$ cat src/rtl/axil_mitm_rd_pkg.sv
// Shared definitions for the AXI4-lite read-path man-in-the-middle block:
// FSM state encodings and AXI response codes.
package axil_mitm_rd_pkg;

  // One-hot FSM encoding.
  typedef enum logic [1:0] {
    StIdle = 2'b01,
    StResp = 2'b10
  } state_e;

  localparam logic [1:0] RespOkay   = 2'b00;
  localparam logic [1:0] RespExokay = 2'b01;
  localparam logic [1:0] RespSlverr = 2'b10;
  localparam logic [1:0] RespDecerr = 2'b11;

endpackage

$ cat src/rtl/axil_register_rd.sv
// AXI4-lite read register slice: AR channel is a simple one-entry buffer,
// R channel is a combinational bypass.
module axil_register_rd #(
  parameter int unsigned ADDR_WIDTH = 32,
  parameter int unsigned DATA_WIDTH = 32
) (
  input  logic                  clk,
  input  logic                  rst_n,
  input  logic [ADDR_WIDTH-1:0] s_axil_araddr,
  input  logic [2:0]            s_axil_arprot,
  input  logic                  s_axil_arvalid,
  output logic                  s_axil_arready,
  output logic [DATA_WIDTH-1:0] s_axil_rdata,
  output logic [1:0]            s_axil_rresp,
  output logic                  s_axil_rvalid,
  input  logic                  s_axil_rready,
  output logic [ADDR_WIDTH-1:0] m_axil_araddr,
  output logic [2:0]            m_axil_arprot,
  output logic                  m_axil_arvalid,
  input  logic                  m_axil_arready,
  input  logic [DATA_WIDTH-1:0] m_axil_rdata,
  input  logic [1:0]            m_axil_rresp,
  input  logic                  m_axil_rvalid,
  output logic                  m_axil_rready
);

  logic [ADDR_WIDTH-1:0] araddr_q;
  logic [2:0]            arprot_q;
  logic                  arvalid_q;

  // Buffer accepts only when empty, so arready is a pure register output.
  always_ff @(posedge clk or negedge rst_n) begin
    if (!rst_n) begin
      araddr_q  <= '0;
      arprot_q  <= '0;
      arvalid_q <= 1'b0;
    end else if (s_axil_arvalid && !arvalid_q) begin
      araddr_q  <= s_axil_araddr;
      arprot_q  <= s_axil_arprot;
      arvalid_q <= 1'b1;
    end else if (m_axil_arready) begin
      arvalid_q <= 1'b0;
    end
  end

  assign s_axil_arready = !arvalid_q;
  assign m_axil_araddr  = araddr_q;
  assign m_axil_arprot  = arprot_q;
  assign m_axil_arvalid = arvalid_q;

  assign s_axil_rdata   = m_axil_rdata;
  assign s_axil_rresp   = m_axil_rresp;
  assign s_axil_rvalid  = m_axil_rvalid;
  assign m_axil_rready  = s_axil_rready;

endmodule

$ cat src/rtl/axil_mitm_rd.sv
// AXI4-lite read-channel man-in-the-middle: one outstanding read, all outputs registered.
// Optional fault injection on returned data when AXIL_MITM_RD_CORRUPT_EN is defined.
module axil_mitm_rd
  import axil_mitm_rd_pkg::*;
#(
  parameter int unsigned ADDR_WIDTH = 32,
  parameter int unsigned DATA_WIDTH = 32,
  parameter int unsigned STRB_WIDTH = DATA_WIDTH / 8
) (
  input  logic                  clk,
  input  logic                  rst_n,
`ifdef AXIL_MITM_RD_CORRUPT_EN
  input  logic                  corrupt_en,
  input  logic [DATA_WIDTH-1:0] corrupt_mask,
`endif
  input  logic [ADDR_WIDTH-1:0] s_axil_araddr,
  input  logic [2:0]            s_axil_arprot,
  input  logic                  s_axil_arvalid,
  output logic                  s_axil_arready,
  output logic [DATA_WIDTH-1:0] s_axil_rdata,
  output logic [1:0]            s_axil_rresp,
  output logic                  s_axil_rvalid,
  input  logic                  s_axil_rready,
  output logic [ADDR_WIDTH-1:0] m_axil_araddr,
  output logic [2:0]            m_axil_arprot,
  output logic                  m_axil_arvalid,
  input  logic                  m_axil_arready,
  input  logic [DATA_WIDTH-1:0] m_axil_rdata,
  input  logic [1:0]            m_axil_rresp,
  input  logic                  m_axil_rvalid,
  output logic                  m_axil_rready
);

  if (STRB_WIDTH * 8 != DATA_WIDTH) begin : g_strb_check
    $error("STRB_WIDTH must equal DATA_WIDTH/8");
  end

  state_e                state_q, state_d;
  logic                  s_arready_q, s_arready_d;
  logic                  s_rvalid_q, s_rvalid_d;
  logic [DATA_WIDTH-1:0] s_rdata_q, s_rdata_d;
  logic [1:0]            s_rresp_q, s_rresp_d;
  logic [ADDR_WIDTH-1:0] araddr_q, araddr_d;
  logic [2:0]            arprot_q, arprot_d;
  logic                  int_arvalid_q, int_arvalid_d;
  logic                  int_rready_q, int_rready_d;

  logic                  int_arready;
  logic [DATA_WIDTH-1:0] int_rdata;
  logic [1:0]            int_rresp;
  logic                  int_rvalid;
  logic                  ar_hs;
  logic                  r_hs;

  always_ff @(posedge clk or negedge rst_n) begin
    if (!rst_n) begin
      state_q       <= StIdle;
      s_arready_q   <= 1'b0;
      s_rvalid_q    <= 1'b0;
      s_rdata_q     <= '0;
      s_rresp_q     <= '0;
      araddr_q      <= '0;
      arprot_q      <= '0;
      int_arvalid_q <= 1'b0;
      int_rready_q  <= 1'b0;
    end else begin
      state_q       <= state_d;
      s_arready_q   <= s_arready_d;
      s_rvalid_q    <= s_rvalid_d;
      s_rdata_q     <= s_rdata_d;
      s_rresp_q     <= s_rresp_d;
      araddr_q      <= araddr_d;
      arprot_q      <= arprot_d;
      int_arvalid_q <= int_arvalid_d;
      int_rready_q  <= int_rready_d;
    end
  end

  always_comb begin
    state_d       = state_q;
    s_arready_d   = s_arready_q;
    s_rdata_d     = s_rdata_q;
    s_rresp_d     = s_rresp_q;
    araddr_d      = araddr_q;
    arprot_d      = arprot_q;
    int_arvalid_d = int_arvalid_q;
    int_rready_d  = int_rready_q;

    ar_hs = s_axil_arvalid && s_arready_q;
    r_hs  = int_rvalid && int_rready_q;

    s_rvalid_d = s_rvalid_q && !s_axil_rready;
    if (int_arvalid_q && int_arready) begin
      int_arvalid_d = 1'b0;
    end

    unique case (state_q)
      StIdle: begin
        s_arready_d = !int_arvalid_q;
        if (ar_hs) begin
          araddr_d      = s_axil_araddr;
          arprot_d      = s_axil_arprot;
          int_arvalid_d = 1'b1;
          s_arready_d   = 1'b0;
          // Hold off the downstream beat while an earlier response is still pending.
          int_rready_d  = !s_rvalid_d;
          state_d       = StResp;
        end
      end
      StResp: begin
        int_rready_d = !s_rvalid_d;
        if (r_hs) begin
`ifdef AXIL_MITM_RD_CORRUPT_EN
          if (corrupt_en) begin
            s_rdata_d = int_rdata ^ corrupt_mask;
            s_rresp_d = RespSlverr;
          end else begin
            s_rdata_d = int_rdata;
            s_rresp_d = int_rresp;
          end
`else
          s_rdata_d = int_rdata;
          s_rresp_d = int_rresp;
`endif
          s_rvalid_d   = 1'b1;
          int_rready_d = 1'b0;
          s_arready_d  = !int_arvalid_d;
          state_d      = StIdle;
        end
      end
      default: begin
        state_d = StIdle;
      end
    endcase
  end

  assign s_axil_arready = s_arready_q;
  assign s_axil_rvalid  = s_rvalid_q;
  assign s_axil_rdata   = s_rdata_q;
  assign s_axil_rresp   = s_rresp_q;

  axil_register_rd #(
    .ADDR_WIDTH (ADDR_WIDTH),
    .DATA_WIDTH (DATA_WIDTH)
  ) u_reg (
    .clk            (clk),
    .rst_n          (rst_n),
    .s_axil_araddr  (araddr_q),
    .s_axil_arprot  (arprot_q),
    .s_axil_arvalid (int_arvalid_q),
    .s_axil_arready (int_arready),
    .s_axil_rdata   (int_rdata),
    .s_axil_rresp   (int_rresp),
    .s_axil_rvalid  (int_rvalid),
    .s_axil_rready  (int_rready_q),
    .m_axil_araddr  (m_axil_araddr),
    .m_axil_arprot  (m_axil_arprot),
    .m_axil_arvalid (m_axil_arvalid),
    .m_axil_arready (m_axil_arready),
    .m_axil_rdata   (m_axil_rdata),
    .m_axil_rresp   (m_axil_rresp),
    .m_axil_rvalid  (m_axil_rvalid),
    .m_axil_rready  (m_axil_rready)
  );

endmodule

$ cat config.mk
export PLATFORM = sky130hd
export DESIGN_NAME = axil_mitm_rd
export DESIGN_NICKNAME = d
export VERILOG_FILES = /design/src/rtl/axil_mitm_rd_pkg.sv /design/src/rtl/axil_register_rd.sv /design/src/rtl/axil_mitm_rd.sv
export SDC_FILE = /design/constraint.sdc
export NUM_CORES = 1
export LEC_CHECK = 0
export CORE_ASPECT_RATIO = 0.8
export CORE_MARGIN = 1.5
export CORE_UTILIZATION = 45
export CTS_BUF_LIST = sky130_fd_sc_hd__clkbuf_4 sky130_fd_sc_hd__clkbuf_8 sky130_fd_sc_hd__clkbuf_16
export CTS_CLUSTER_SIZE = 25
export DETAILED_ROUTE_END_ITERATION = 10
export GPL_ROUTABILITY_DRIVEN = 0
export HOLD_SLACK_MARGIN = 0.03
export PLACE_DENSITY = 0.8
export SLEW_MARGIN = 10
export SYNTH_ARGS = -nofsm -noshare
export SYNTH_HDL_FRONTEND = slang
export SYNTH_SLANG_ARGS = --single-unit
export TNS_END_PERCENT = 50
$ cat constraint.sdc
create_clock -name clk -period 2.73 [get_ports clk]
set_input_delay 0.546 -clock clk [delete_from_list [all_inputs] [get_ports clk]]
set_output_delay 0.546 -clock clk [all_outputs]
set_load 0.1 [all_outputs]
== Yosys cells after proc, flatten, opt, wreduce, memory -nomap -nowiden ==
Cells that the tools add are included.

* Register bits after elaboration: 111
* Logic and storage cells: 48
* Latch bits: 0
* Memory bits (read-only): 0
* Memories kept: 0
* RAM bits: 0

* Multipliers: 0
* Reduce and logical (&&, ||, !) cells: 16
* Multiplexer cells: 16
* Shifts and indexed selects: 0
* Equal/unequal tests: 4
* Div/mod/pow operators: 0
* $add $sub $neg: 0
* Bitwise operators: 0
* Order comparisons: 0

{| class="wikitable"
|+ Operator list
! cell !! number
|-
| 2-to-1 mux 1 bit || 11
|-
| AND reduction 2 bit || 5
|-
| zero test 1 bit || 5
|-
| logical AND 1 bit || 4
|-
| 2-to-1 mux 2 bit || 2
|-
| inequality test 2 bit, second input constant || 2
|-
| case mux 1 bit (2 select lines) || 2
|-
| case mux 2 bit (2 select lines) || 1
|-
| nonzero test 2 bit || 2
|-
| == test 2 x 1 -> 1 bit, second input constant || 1
|-
| == test 2 bit, second input constant || 1
|}

== Longest topological paths before layout ==
* Depth after elaboration: 6
* Gate-level depth with buffers: 5

== Modules after synthesis ==
From an unflattened synthesis, not the netlist that was laid out.

* Cell total of the unflattened synthesis: 357
* Area, all modules: 4650.7 um^2

{| class="wikitable"
|+ Modules (own cells, without submodules)
! module !! area an instance (um^2) !! times used !! cells each
|-
| axil_mitm_rd || 2914.0 || 1 || 243
|-
| axil_register_rd || 1736.7 || 1 || 114
|}

== Worst setup path after synthesis ==
Ideal clock, no wire load.

* Kind: flip-flop to flip-flop
* Start point: register u_reg.arvalid_q (netlist: u_reg.m_axil_arvalid)
* End point: register u_reg.araddr_q[10] (netlist: u_reg.m_axil_araddr[10])
* Cell stages (with the launch flop): 5
* Setup slack: 0.788 ns
* Setup time: 0.126 ns
* Arrival: 1.816 ns
* Clock period less this slack: 1.942 ns
* Path through: dfrtp_1 -> inv_1 -> nand2_2 -> buf_2 -> mux2_2

* Cells in the longest elaborated chain, start to end: 2

{| class="wikitable"
|+ Ends and longest elaborated chain
! element !! RTL line !! RTL
|-
| from (decl) || axil_register_rd.sv:29 || <nowiki>logic arvalid_q;</nowiki>
|-
| from (signal assigned) || axil_register_rd.sv:36 || <nowiki>arvalid_q <= 1'b0;</nowiki>
|-
| from (signal assigned) || axil_register_rd.sv:40 || <nowiki>arvalid_q <= 1'b1;</nowiki>
|-
| from (signal assigned) || axil_register_rd.sv:42 || <nowiki>arvalid_q <= 1'b0;</nowiki>
|-
| zero test 1 bit || axil_register_rd.sv:37 || <nowiki>end else if (s_axil_arvalid && !arvalid_q) begin</nowiki>
|-
| logical AND 1 bit || axil_register_rd.sv:37 ||
|-
| to (signal assigned) || axil_register_rd.sv:38 || <nowiki>araddr_q <= s_axil_araddr;</nowiki>
|-
| to (decl) || axil_register_rd.sv:27 || <nowiki>logic [ADDR_WIDTH-1:0] araddr_q;</nowiki>
|}

Every way passes these cells.
A chain may end at the register's enable or synchronous reset.

== Final worst setup path ==
* Start point: input port m_axil_rvalid
* End point: register s_rdata_q[23] (netlist: s_axil_rdata[23])

* Cells in the longest elaborated chain, start to end: 2

{| class="wikitable"
|+ Ends and longest elaborated chain
! element !! RTL line !! RTL
|-
| from (decl) || axil_mitm_rd.sv:30 || <nowiki>input logic m_axil_rvalid,</nowiki>
|-
| logical AND 1 bit || axil_mitm_rd.sv:90 || <nowiki>r_hs = int_rvalid && int_rready_q;</nowiki>
|-
| AND reduction 2 bit (no line) || - ||
|-
| to (signal assigned) || axil_mitm_rd.sv:70 || <nowiki>s_rdata_q <= s_rdata_d;</nowiki>
|-
| to (decl) || axil_mitm_rd.sv:41 || <nowiki>logic [DATA_WIDTH-1:0] s_rdata_q, s_rdata_d;</nowiki>
|}

Every way passes these cells.

==> impl_results.md <==
* Status: finished with violations
* Violated checks: DRC
* Kind of critical path: in2reg
* Vias in the first global route at between 2,000 and 3,000
* H-tree Lvls at 3
* First-pass GRT wire length at about 14 mm
* Antenna Violating Nets Remaining at 0
* RSZ-0062 raised after global routing: no
* Crit end category: flip-flop
* Io pins at approximately 150
* Tmin final at around 2.0 ns
* # diodes at 0
* Highest clock rate at 488.0 MHz
* Yosys top cell area share at ~64%
* Synth cell types at 22
* TritonCTS Buffers at 9
* Gr usage total at around 17%
* Clk sink count at between 100 and 150
* 1st-iter DRT viols at 94
* Site Rows at 31
* Pin count of the biggest net entering global routing at 45
* Seq/Total Area, Yosys at 64.88%
* Starting Density at between 40% and 50%
* Post-Syn Instances at 250
* Final hold viol count at 0
* Total Nets Final at 477
* WL per Instance at around 16 um
* Clk_lat worst skew at between 0.3 and 0.4 ns
* Die area at 10,120 um^2
* CP Max Fanout at 38
* Via count at 2,565
* Setup_tns at 0 ns
* Initial antenna violation count at 0
* Flip-flop and latch count after synthesis at about 110
* Max Slew Vio Count at 0
* Slew @ Worst Pin at a little under 0.8 ns
* Clk slew on worst S/H paths at roughly 0.060 ns
* Placed Area at between 5000 and 6000 um^2
* Clk_skew at between 0.006 and 0.007 ns
* Global route overflow at 0
* Syn avg cell area at 17.13 um^2
* Synthesis-to-layout area growth at 39.03%
* CTS tree: yes
* Hold WC Path Type: in2async
* Die Wd at 112.1 um
* Setup violations, final at 0
* Post CTS Setup Buffer Count at 0
* CP arrival at around 2.3 ns
* Detailed Place HPWL at slightly below 6 mm
* Drt pass-1 iters at 9
* Max_cap viols at 0
* Required @ worst endpoint at 2.95 ns
* Top post-synthesis cells by area: dfrtp_1 (64%), mux2_2 (22%), mux2_4 (6.7%)
* CTS-repair resized insts at 0
* Cell area after layout at a little under 6000 um^2
* WL final at 8.436 mm
* Count of warnings emitted by yosys at 0
* Finished Core Util at 65.05%
* Syn nets at ~330
* Leading area contributor after synthesis: dfrtp_1
* Chip height at between 90 and 100 um
* Root Driver: clkbuf_16
* Via density at approximately 4.9
* Element type at the critical path start: input pin
* Port buffer count at between 100 and 150
* Clock Path Buffers at 2
* Post-Synthesis Cell Area at between 4000 and 5000 um^2
* DRC at 10
* Cts hold-fix bufs at 0
* Layout cells sized above 1 at between 50% and 60%
* Relative max-transition margin at between 40% and 50%
* Core footprint at 9154 um^2
* Final Cycle Share at 75.06%
[sequential cells by signal (all words and copies together), names as in the netlist]
signal                flops
state_q                   2
int_rready_q              1
arprot_q                  3
araddr_q                 32
u_reg.m_axil_arvalid      1
u_reg.m_axil_arprot       3
s_axil_arready            1
s_axil_rdata             32
u_reg.m_axil_araddr      32
s_axil_rvalid             1
s_axil_rresp              2
int_arvalid_q             1
[stage by stage]
| stage | cells | hold WS (ns) | setup WS [ns] |
|---|---|---|---|
| 6_report | 522 | 0.1793 | 0.6807 |
| 5_1_grt | 522 | 0.2091 | 0.5964 |
| 4_1_cts | 522 | 0.1864 | 0.6956 |
| 3_5_place_dp | 506 | 0.4891 | 0.3364 |
| 3_3_place_gp | 506 | 0.4802 | 0.3897 |
| 2_1_floorplan | 250 | 0.2504 | 0.7883 |
[critical path: stages]
cell and delay (ns):
clkdlybuf4s50_1 0.53, nand4b_4 0.64, mux2_4 0.54
[synth_stat cells]
cell type / number
nand4b_4: 1
nand2_2: 1
a211oi_1: 1
o21ai_0: 2
o21ai_1: 1
o311ai_1: 1
mux2_4: 19
inv_1: 4
buf_8: 2
nand4b_2: 1
nor2_1: 1
mux2i_1: 1
and2b_2: 1
a21oi_1: 1
buf_6: 5
nand2_1: 6
dfrtp_1: 110
buf_2: 4
dfstp_2: 1
nand3b_1: 1
and2_1: 1
mux2_2: 85
[layout make-up]
type | instances | area, um^2
Multi-Input combinational cell | 124 | 1383
Inverter | 4 | 15.01
Sequential cell | 111 | 2779
Fill cell | 702 | 3199
Clock buffer | 13 | 267.8
Timing Repair Buffer | 152 | 1349
Clock inverter | 3 | 17.52
Tap cell | 115 | 143.9
[path summary, 6_finish.rpt]
check	startpoint	endpoint	slack [ns]	cells past startpoint
max in group asynchronous	rst_n	araddr_q[1]	1.79	2
max	m_axil_rvalid	s_axil_rdata[23]	0.68	3
min	rst_n	araddr_q[25]	0.18	1
max reg2reg	state_q[1]	s_axil_rdata[23]	0.94	2
min in group clk	araddr_q[24]	u_reg.m_axil_araddr[24]	0.50	1
min reg2reg	araddr_q[24]	u_reg.m_axil_araddr[24]	0.50	1
[kinds of logic after synthesis]
family	after synthesis	share of synthesized area, %
AOI/OAI and AO/OA	6	0.8471
buffers and inverters	15	2.834
DFF	111	64.88
muxes	105	29.24
and+or+nand+nor	13	2.191
[per-layer routing]
metal | global-route usage, % | routed length, um
met1 | 22.05 | 3604
met2 | 29.06 | 4148
met3 | 6.040 | 615
met4 | 4.430 | 68
met5 | 0 | 0
[layout by cell type, fill, tap and decap left out]
cell type,netlist,layout
o311ai_1,1,1
dfrtp_1,110,110
clkinvlp_4,0,1
mux2i_1,1,1
clkbuf_4,0,2
and2_1,1,1
nor2_1,1,1
buf_12,0,2
clkdlybuf4s50_1,0,73
clkbuf_8,0,2
nand4b_2,1,1
o21ai_1,1,1
clkbuf_16,0,9
nand4b_4,1,1
nand2_1,6,6
inv_1,4,4
mux2_4,19,19
nand3b_1,1,1
mux2_2,85,85
a211oi_1,1,1
buf_4,0,77
nand2_2,1,1
o21ai_0,2,2
dfstp_2,1,1
clkinv_2,0,2
a21oi_1,1,1
and2b_2,1,1
Power is not shown: default switching activity piles up to over one toggle a cycle in this logic, so the estimate is an artifact.
